`config.mk`:
```
export PLATFORM = sky130hd
export DESIGN_NAME = ws_bit_receiver
export DESIGN_NICKNAME = d
export VERILOG_FILES = /design/src/rtl/ws_bit_receiver.sv
export SDC_FILE = /design/constraint.sdc
export NUM_CORES = 1
export LEC_CHECK = 0
export CORE_AREA = 2 2 124 126
export DETAILED_ROUTE_END_ITERATION = 6
export DIE_AREA = 0 0 126 128
export GPL_ROUTABILITY_DRIVEN = 1
export PLACE_DENSITY = 0.58
export SLEW_MARGIN = 25
export SYNTH_ARGS = -nofsm -noshare
export SYNTH_HDL_FRONTEND = slang
export SYNTH_SLANG_ARGS = --single-unit
```
`constraint.sdc`:
```
create_clock -name clk -period 2.1 [get_ports clk]
set_input_delay 0.42 -clock clk [delete_from_list [all_inputs] [get_ports clk]]
set_output_delay 0.42 -clock clk [all_outputs]
set_load 0.02 [all_outputs]
```
`src/rtl/ws_bit_receiver.sv`:
```
// Pulse-width decoder for a single-wire WS2812-style stream: measures each
// high/low phase, turns high pulses into bits, packs bits into pixel words.
module ws_bit_receiver #(
    parameter logic [15:0] L_TIME    = 16'd80,
    parameter logic [15:0] S_TIME    = 16'd40,
    parameter logic [15:0] R_TIME    = 16'd150,
    parameter int          WORD_BITS = 24
) (
    input  logic                 clk,
    input  logic                 rstn,
    input  logic                 led_stripe_pin,
    output logic                 bit_valid,
    output logic                 rx_bit,
    output logic                 pixel_valid,
    output logic [WORD_BITS-1:0] pixel_data,
    output logic                 frame_end,
    output logic                 frame_err,
    output logic                 pulse_err,
    output logic [1:0]           state_dbg,
    output logic [15:0]          high_cnt_dbg,
    output logic [15:0]          low_cnt_dbg,
    output logic [4:0]           bit_cnt_dbg
);

    localparam logic [16:0] LS_SUM   = {1'b0, L_TIME} + {1'b0, S_TIME};
    localparam logic [15:0] THRESH   = LS_SUM[16:1];
    localparam logic [15:0] MIN_HIGH = {1'b0, S_TIME[15:1]};
    localparam logic [16:0] MAX_HIGH = {L_TIME, 1'b0};
    localparam logic [4:0]  LAST_BIT = 5'(WORD_BITS - 1);
    localparam int          SYNC_STAGES = 3;

    typedef enum logic [1:0] {
        ST_IDLE = 2'd0,
        ST_HIGH = 2'd1,
        ST_LOW  = 2'd2
    } state_t;

    // Stage 0/1 form the synchroniser, stage 2 is the edge-detect delay.
    // vld_reg tracks which stages hold a genuinely sampled pin value since reset.
    logic [SYNC_STAGES-1:0] sync_reg;
    logic [SYNC_STAGES-1:0] vld_reg;

    generate
        for (genvar gi = 0; gi < SYNC_STAGES; gi++) begin : g_sync
            always_ff @(posedge clk) begin
                if (rstn) begin
                    sync_reg[gi] <= 1'b0;
                    vld_reg[gi]  <= 1'b0;
                end else if (gi == 0) begin
                    sync_reg[gi] <= led_stripe_pin;
                    vld_reg[gi]  <= 1'b1;
                end else begin
                    sync_reg[gi] <= sync_reg[gi-1];
                    vld_reg[gi]  <= vld_reg[gi-1];
                end
            end
        end
    endgenerate

    logic din_s, din_d, rise, fall;
    assign din_s = sync_reg[1];
    assign din_d = sync_reg[2];
    assign rise  = din_s & ~din_d;
    assign fall  = ~din_s & din_d;

    state_t                 state_reg, state_next;
    logic [15:0]            high_cnt_reg, high_cnt_next;
    logic [15:0]            low_cnt_reg, low_cnt_next;
    logic [4:0]             bit_cnt_reg, bit_cnt_next;
    logic [WORD_BITS-1:0]   shift_reg, shift_next;
    logic [WORD_BITS-1:0]   pixel_data_reg, pixel_data_next;
    logic                   rx_bit_reg, rx_bit_next;
    logic                   bit_valid_reg, bit_valid_next;
    logic                   pixel_valid_reg, pixel_valid_next;
    logic                   frame_end_reg, frame_end_next;
    logic                   frame_err_reg, frame_err_next;
    logic                   pulse_err_reg, pulse_err_next;
    logic                   arm_reg, arm_next;
    logic                   new_bit;

    always_comb begin
        state_next       = state_reg;
        high_cnt_next    = high_cnt_reg;
        low_cnt_next     = low_cnt_reg;
        bit_cnt_next     = bit_cnt_reg;
        shift_next       = shift_reg;
        pixel_data_next  = pixel_data_reg;
        rx_bit_next      = rx_bit_reg;
        bit_valid_next   = 1'b0;
        pixel_valid_next = 1'b0;
        frame_end_next   = 1'b0;
        frame_err_next   = 1'b0;
        pulse_err_next   = 1'b0;
        new_bit          = (high_cnt_reg >= THRESH);
        // A rise only counts once the line has really been seen low after reset.
        arm_next         = arm_reg | (vld_reg[1] & ~din_s);

        case (state_reg)
            ST_IDLE: begin
                if (rise && arm_reg) begin
                    state_next    = ST_HIGH;
                    high_cnt_next = 16'd1;
                end
            end
            ST_HIGH: begin
                if (fall) begin
                    state_next   = ST_LOW;
                    low_cnt_next = 16'd1;
                    if ((high_cnt_reg < MIN_HIGH) || ({1'b0, high_cnt_reg} > MAX_HIGH)) begin
                        pulse_err_next = 1'b1;
                    end else begin
                        bit_valid_next = 1'b1;
                        rx_bit_next    = new_bit;
                        shift_next     = {shift_reg[WORD_BITS-2:0], new_bit};
                        if (bit_cnt_reg == LAST_BIT) begin
                            pixel_valid_next = 1'b1;
                            pixel_data_next  = {shift_reg[WORD_BITS-2:0], new_bit};
                            bit_cnt_next     = 5'd0;
                        end else begin
                            bit_cnt_next = bit_cnt_reg + 5'd1;
                        end
                    end
                end else if (din_s && (high_cnt_reg != 16'hFFFF)) begin
                    high_cnt_next = high_cnt_reg + 16'd1;
                end
            end
            ST_LOW: begin
                if (low_cnt_reg != 16'hFFFF) begin
                    low_cnt_next = low_cnt_reg + 16'd1;
                end
                if (low_cnt_reg == R_TIME) begin
                    frame_end_next = 1'b1;
                    frame_err_next = (bit_cnt_reg != 5'd0);
                    bit_cnt_next   = 5'd0;
                    shift_next     = '0;
                    state_next     = ST_IDLE;
                end
                // A rise on the gap boundary still reports the frame, then starts the next pulse.
                if (rise) begin
                    state_next    = ST_HIGH;
                    high_cnt_next = 16'd1;
                end
            end
            default: begin
                state_next = ST_IDLE;
            end
        endcase
    end

    always_ff @(posedge clk) begin
        if (rstn) begin
            state_reg       <= ST_IDLE;
            high_cnt_reg    <= 16'd0;
            low_cnt_reg     <= 16'd0;
            bit_cnt_reg     <= 5'd0;
            shift_reg       <= '0;
            pixel_data_reg  <= '0;
            rx_bit_reg      <= 1'b0;
            bit_valid_reg   <= 1'b0;
            pixel_valid_reg <= 1'b0;
            frame_end_reg   <= 1'b0;
            frame_err_reg   <= 1'b0;
            pulse_err_reg   <= 1'b0;
            arm_reg         <= 1'b0;
        end else begin
            state_reg       <= state_next;
            high_cnt_reg    <= high_cnt_next;
            low_cnt_reg     <= low_cnt_next;
            bit_cnt_reg     <= bit_cnt_next;
            shift_reg       <= shift_next;
            pixel_data_reg  <= pixel_data_next;
            rx_bit_reg      <= rx_bit_next;
            bit_valid_reg   <= bit_valid_next;
            pixel_valid_reg <= pixel_valid_next;
            frame_end_reg   <= frame_end_next;
            frame_err_reg   <= frame_err_next;
            pulse_err_reg   <= pulse_err_next;
            arm_reg         <= arm_next;
        end
    end

    assign bit_valid    = bit_valid_reg;
    assign rx_bit       = rx_bit_reg;
    assign pixel_valid  = pixel_valid_reg;
    assign pixel_data   = pixel_data_reg;
    assign frame_end    = frame_end_reg;
    assign frame_err    = frame_err_reg;
    assign pulse_err    = pulse_err_reg;
    assign state_dbg    = state_reg;
    assign high_cnt_dbg = high_cnt_reg;
    assign low_cnt_dbg  = low_cnt_reg;
    assign bit_cnt_dbg  = bit_cnt_reg;

endmodule

```
**Word-level counts from Yosys, hierarchy flattened**

Index checks and enable logic that the tools add are counted.
W data, S select, Z words.

- Multiplexer cells: 27
- Add/sub/neg operators: 3
- Eq/ne operators: 15
- Reduce and logical (&&, ||, !) cells: 17
- Magnitude comparators: 3
- Bitwise gates (word level): 11

Operators with widths:

| cell | count |
|---|---|
| $mux W16 | 6 |
| $mux W23 | 3 |
| $pmux W16 S3 | 1 |
| $pmux W23 S2 | 1 |
| $add A16 B1 Y16 const B | 2 |
| $ne A16 B16 Y1 const B | 2 |
| $pmux W16 S2 | 1 |
| $mux W5 | 4 |
| $eq A16 B8 Y1 const B | 1 |
| $ge A16 B6 Y1 const B | 1 |
| $gt A16 B8 Y1 const B | 1 |
| $lt A16 B5 Y1 const B | 1 |
| $ne A2 B2 Y1 const B | 8 |
| $pmux W5 S2 | 1 |
| $reduce_and A3 Y1 | 3 |
| $mux W2 | 4 |
| $reduce_and A4 Y1 | 2 |
| $not A1 Y1 | 7 |
| $pmux W2 S3 | 1 |
| $reduce_or A3 Y1 | 2 |
| $add A5 B1 Y5 const B | 1 |
| $eq A5 B5 Y1 const B | 1 |
| $mux W1 | 5 |
| $reduce_and A5 Y1 | 1 |
| other kinds (13) | 16 |

- Flip-flop bits (word level): 98
- Word-level logic and storage cells: 94
- Output and inout bits: 69
- Bits of input ports: 3

**Longest topological paths before layout**

- Depth in word-level cells: 5
- Mapped depth: 9
- Mapped depth without buffers: 7

**Worst setup path after synthesis**

OpenSTA, ideal clock, no wires.

- Kind: register to register
- From: register high_cnt_reg[0] (netlist: high_cnt_dbg[0])
- To: register high_cnt_reg[3] (netlist: high_cnt_dbg[3])
- Setup time: 121 ps
- Cell stages (with the launch flop): 8
- Data required time: 1979 ps
- Clock period less this slack: 2018 ps
- Path slack: 82 ps
- Path buffers: 1
- Data arrival time: 1897 ps
- Path through: dfxtp_1 ha_1 and4_1 and4b_1 clkbuf_1 o21bai_1 nand3_1 mux2_2

- Cells in the longest elaborated chain, start to end: 4
- Elaborated cells between the ends (all ways): 8
- Those cells by class: add/sub: 1; eq/ne: 2; mux: 3; reduce/logical: 2

Ends and longest elaborated chain:

| element | line | source |
|---|---|---|
| start: declaration | 67 | `logic [15:0] high_cnt_reg, high_cnt_next;` |
| start signal: assignment | 167 | `high_cnt_reg <= high_cnt_next;` |
| $add A16 B1 Y16 / $ne A16 B16 Y1 (equally long branches) | 124, 123 |  |
| $mux W16 / $logic_and A1 B1 Y1 (equally long branches) | 123 | `end else if (din_s && (high_cnt_reg != 16'hFFFF)) begin` |
| $mux W16 / $ne A2 B2 Y1 (equally long branches) | -- |  |
| $pmux W16 S3 / $reduce_and A5 Y1 (equally long branches) | -- |  |

Parallel ways exist; a longest one is shown, timed or not. The select of a mux whose other input is x is not followed.
A chain may end at the register's enable or synchronous reset.

**Worst setup path in the final report**

- From: register high_cnt_reg[1] (netlist: high_cnt_dbg[1])
- To: register bit_cnt_reg[4] (netlist: bit_cnt_dbg[4])

- Cells in the longest elaborated chain, start to end: 4
- Elaborated cells between the ends (all ways): 5
- Those cells by class: order compare: 2; eq/ne: 1; reduce/logical: 2

Ends and longest elaborated chain:

| element | line | source |
|---|---|---|
| $lt A16 B5 Y1 / $gt A16 B8 Y1 (equally long branches) | 109 | `if ((high_cnt_reg < MIN_HIGH) \|\| ({1'b0, high_cnt_reg} > MAX_HIGH)) begin` |
| $logic_or A1 B1 Y1 (*) | 109 |  |
| $ne A2 B2 Y1 (no source line) (*) | -- |  |
| $reduce_and A4 Y1 (no source line) (*) | -- |  |
| end signal: assignment | 169 | `bit_cnt_reg <= bit_cnt_next;` |
| end: declaration | 69 | `logic [4:0] bit_cnt_reg, bit_cnt_next;` |

Every way passes the cells marked *; elsewhere a longest branch is shown, timed or not.

==> impl_metrics.env <==
export IMPL_routed_wl_um=10800
export IMPL_cp_arrival_ps=2250
export IMPL_required_ps=2370
export IMPL_fmax_ghz=0.506
export IMPL_largest_reg_flops=24
export IMPL_grt_pass1_wl_um=18300
export IMPL_vias_per_cell=4.93
export IMPL_start_util_pct=29.4
export IMPL_ys_seq_elements=98
export IMPL_cp_cell_sequence="inv_1 > ha_1 > nor4b_4 > o2111a_2 > nand3_2 > or4b_1 > a31oi_1"
export IMPL_regArea_um2=1960
export IMPL_yosys_top_cells_area="dfxtp_1, nand2_1, a21oi_1"
export IMPL_die_w_um=126
export IMPL_grt_overflow_total=0
export IMPL_skew_ps=5.76
export IMPL_ir_drop_v=0.000305
export IMPL_routedWlPerCell_um=13.9
export IMPL_grt_total_usage_pct=13.9
export IMPL_design_area_um2=5750
export IMPL_status="completed"
export IMPL_maxCapViolations=0
export IMPL_ys_async_sr_fraction_pct=0
export IMPL_final_nets=599
export IMPL_numCtsBuffers=9
export IMPL_rrSetupSlack_ps=120
export IMPL_synth_edf_count=0
export IMPL_cp_depth=7
export IMPL_hold_violations=0
export IMPL_worstPathMaxFanout=5
export IMPL_ys_seq_area_share_pct=44.9
export IMPL_fillers=1532
export IMPL_drive_gt1_share_pct=13.0
export IMPL_ctsHoldBuffers=0
export IMPL_multi_input_area_um2=2220
export IMPL_htreeDepth=3
export IMPL_cp_num_buf_inv=1
export IMPL_numPortBuffers=71
export IMPL_cts_num_sinks=98
export IMPL_drcViolationCount=0
export IMPL_crit_family="simple AND/OR/NAND/NOR gates"
export IMPL_slew_violations=0
export IMPL_synth_area_um2=4370
export IMPL_worstReg2RegStart="high_cnt_dbg[1]"
export IMPL_power_density_nw_per_um2=656
export IMPL_crit_end="bit_cnt_dbg[4]"
export IMPL_die_area_um2=16100
export IMPL_critPathMaxStageDelay_ps=470
export IMPL_min_period_ps=1980
export IMPL_crit_path_end_kind="flip-flop"
export IMPL_dr_pass1_iters=4
export IMPL_tightestPinTransition_ps=632
export IMPL_vias=3852
export IMPL_antenna_found_initial=0
export IMPL_cts_buffer_depth=2
export IMPL_synth_cell_types=56
export IMPL_crit_path_start_kind="flip-flop"
export IMPL_drtIter0Drc=169
export IMPL_place_gp_congestion=0.837
export IMPL_synth_top_cell_area_share_pct=44.9
export IMPL_p_leak_uw=0.00184
export IMPL_fp_dieH_um=128
export IMPL_clkLatencyLatePin_ps=350
export IMPL_io_pin_count=72
export IMPL_area_delta_synth_final_pct=31.5
export IMPL_synth_ff_type="dfxtp_1"
export IMPL_postSynthCellCount=507
export IMPL_worstSetupPathType="flip-flop to flip-flop"
export IMPL_syn_avg_cell_area_um2=8.62
export IMPL_slew_headroom_pct=57.8
export IMPL_diodes=0
export IMPL_clockRootBuffer="clkbuf_16"
export IMPL_place_hpwl_um=7800
export IMPL_r2r_end="bit_cnt_dbg[4]"
export IMPL_synth_yosys_warnings=0
export IMPL_min_path_type="primary input to flip-flop"
export IMPL_place_area_um2=5400
export IMPL_fin_crit_sh_pct=94.1
export IMPL_rows=45
export IMPL_setup_viol_count_final=0
export IMPL_cts_tree="done"
export IMPL_synthesis_nets=516
export IMPL_grt_max_degree=65
export IMPL_core_um2=14900
export IMPL_antenna_left=0
export IMPL_synth_most_common_cell="dfxtp_1"
export IMPL_cts_clk_slew_worst_paths_ps=60
export IMPL_synth_common_cells="dfxtp_1, nand2_1, nor2_1, a21oi_1, nand3_1"
export IMPL_synth_top_area_cell="dfxtp_1"
export IMPL_setup_worst_path_start="high_cnt_dbg[1]"
export IMPL_reg2regPathDepth=7
export IMPL_grt_pass1_vias=3726
export IMPL_power_uw=3770
export IMPL_cpMaxStageDelayCell="or4b_1"
## area by class of cell
type                       count  share of cell area [%]
sequential                    98                    34.2
multi-input combinational    366                    38.6
tap                          188                    4.09
timing repair buffer          98                    16.5
inverter                      17                    1.11
clock buffer                  11                    4.05
clock inverter                 3                    1.57
## through the flow
stage / setup slack [ps] / utilization, % / hold WS, ps / TNS [ps] / std cells
2_1_floorplan: 81.8 / - / 414 / 0 / 507
3_3_place_gp: 157 / 36.3 / 419 / 0 / 766
3_5_place_dp: 113 / 36.3 / 429 / 0 / 766
4_1_cts: 109 / 38.5 / 402 / 0 / 780
5_1_grt: -18.4 / 38.7 / 404 / -33.5 / 781
6_report: 123 / 38.7 / 396 / 0 / 781
## report_power, final
group / internal (uW) / switching, uW / total [uW] / leakage (uW)
registers: 1870 / 7.21 / 1870 / 0.000791
clock network: 1150 / 675 / 1830 / 0.000156
logic: 22.4 / 49.8 / 72.2 / 0.000897
## placed cells by master, fill, tap and decap left out, types with 5 or more instances in the layout
cell type	n
dfxtp_1	97
nand2_1	86
clkdlybuf4s50_1	70
nor2_1	48
a21oi_1	39
nand3_1	33
buf_4	24
a21oi_2	21
inv_1	17
xnor2_1	15
clkbuf_16	9
nor3_1	8
nand4_1	8
xor2_1	8
a211oi_1	8
o21ai_0	7
o2111ai_1	7
ha_1	6
nor4_1	5
## worst min-delay path by stage
stage,start,endpoint,slack [ps],cells past startpoint
after floorplan,sync_reg[0],din_s,410,1
after global placement,vld_reg[0],vld_reg[1],420,1
after detailed placement,vld_reg[0],vld_reg[1],430,1
after CTS,rstn,vld_reg[0],400,2
after global routing,rstn,vld_reg[0],400,2
final,rstn,vld_reg[0],400,2
## what timing repair did
action,CTS,global route
resized for setup,0,4
buffers inserted,0,1
setup endpoints to repair,0,20
## layer usage
layer / track usage [%] / vias up / share of wire [%]
met5: 0 / - / 0
met2: 22.6 / 73 / 48
met1: 18.3 / 1834 / 47
li1: - / 1934 / -
met4: 5.88 / 0 / 1.6
met3: 2.50 / 11 / 3.3
## cells by family (layout without fill, tap and decap cells)
group                      after synthesis  after routing  synth area share (%)
adders and majority gates                6              6                  1.72
and+or+nand+nor                        234            234                  26.9
buffers and inverters                   43            129                  4.87
muxes                                    3              3                 0.773
DFF                                     98             98                  44.9
AOI/OAI and AO/OA                      100            100                  16.3
xor gates and xnor gates                23             23                  4.61
Power figures use the tool's default switching activity.
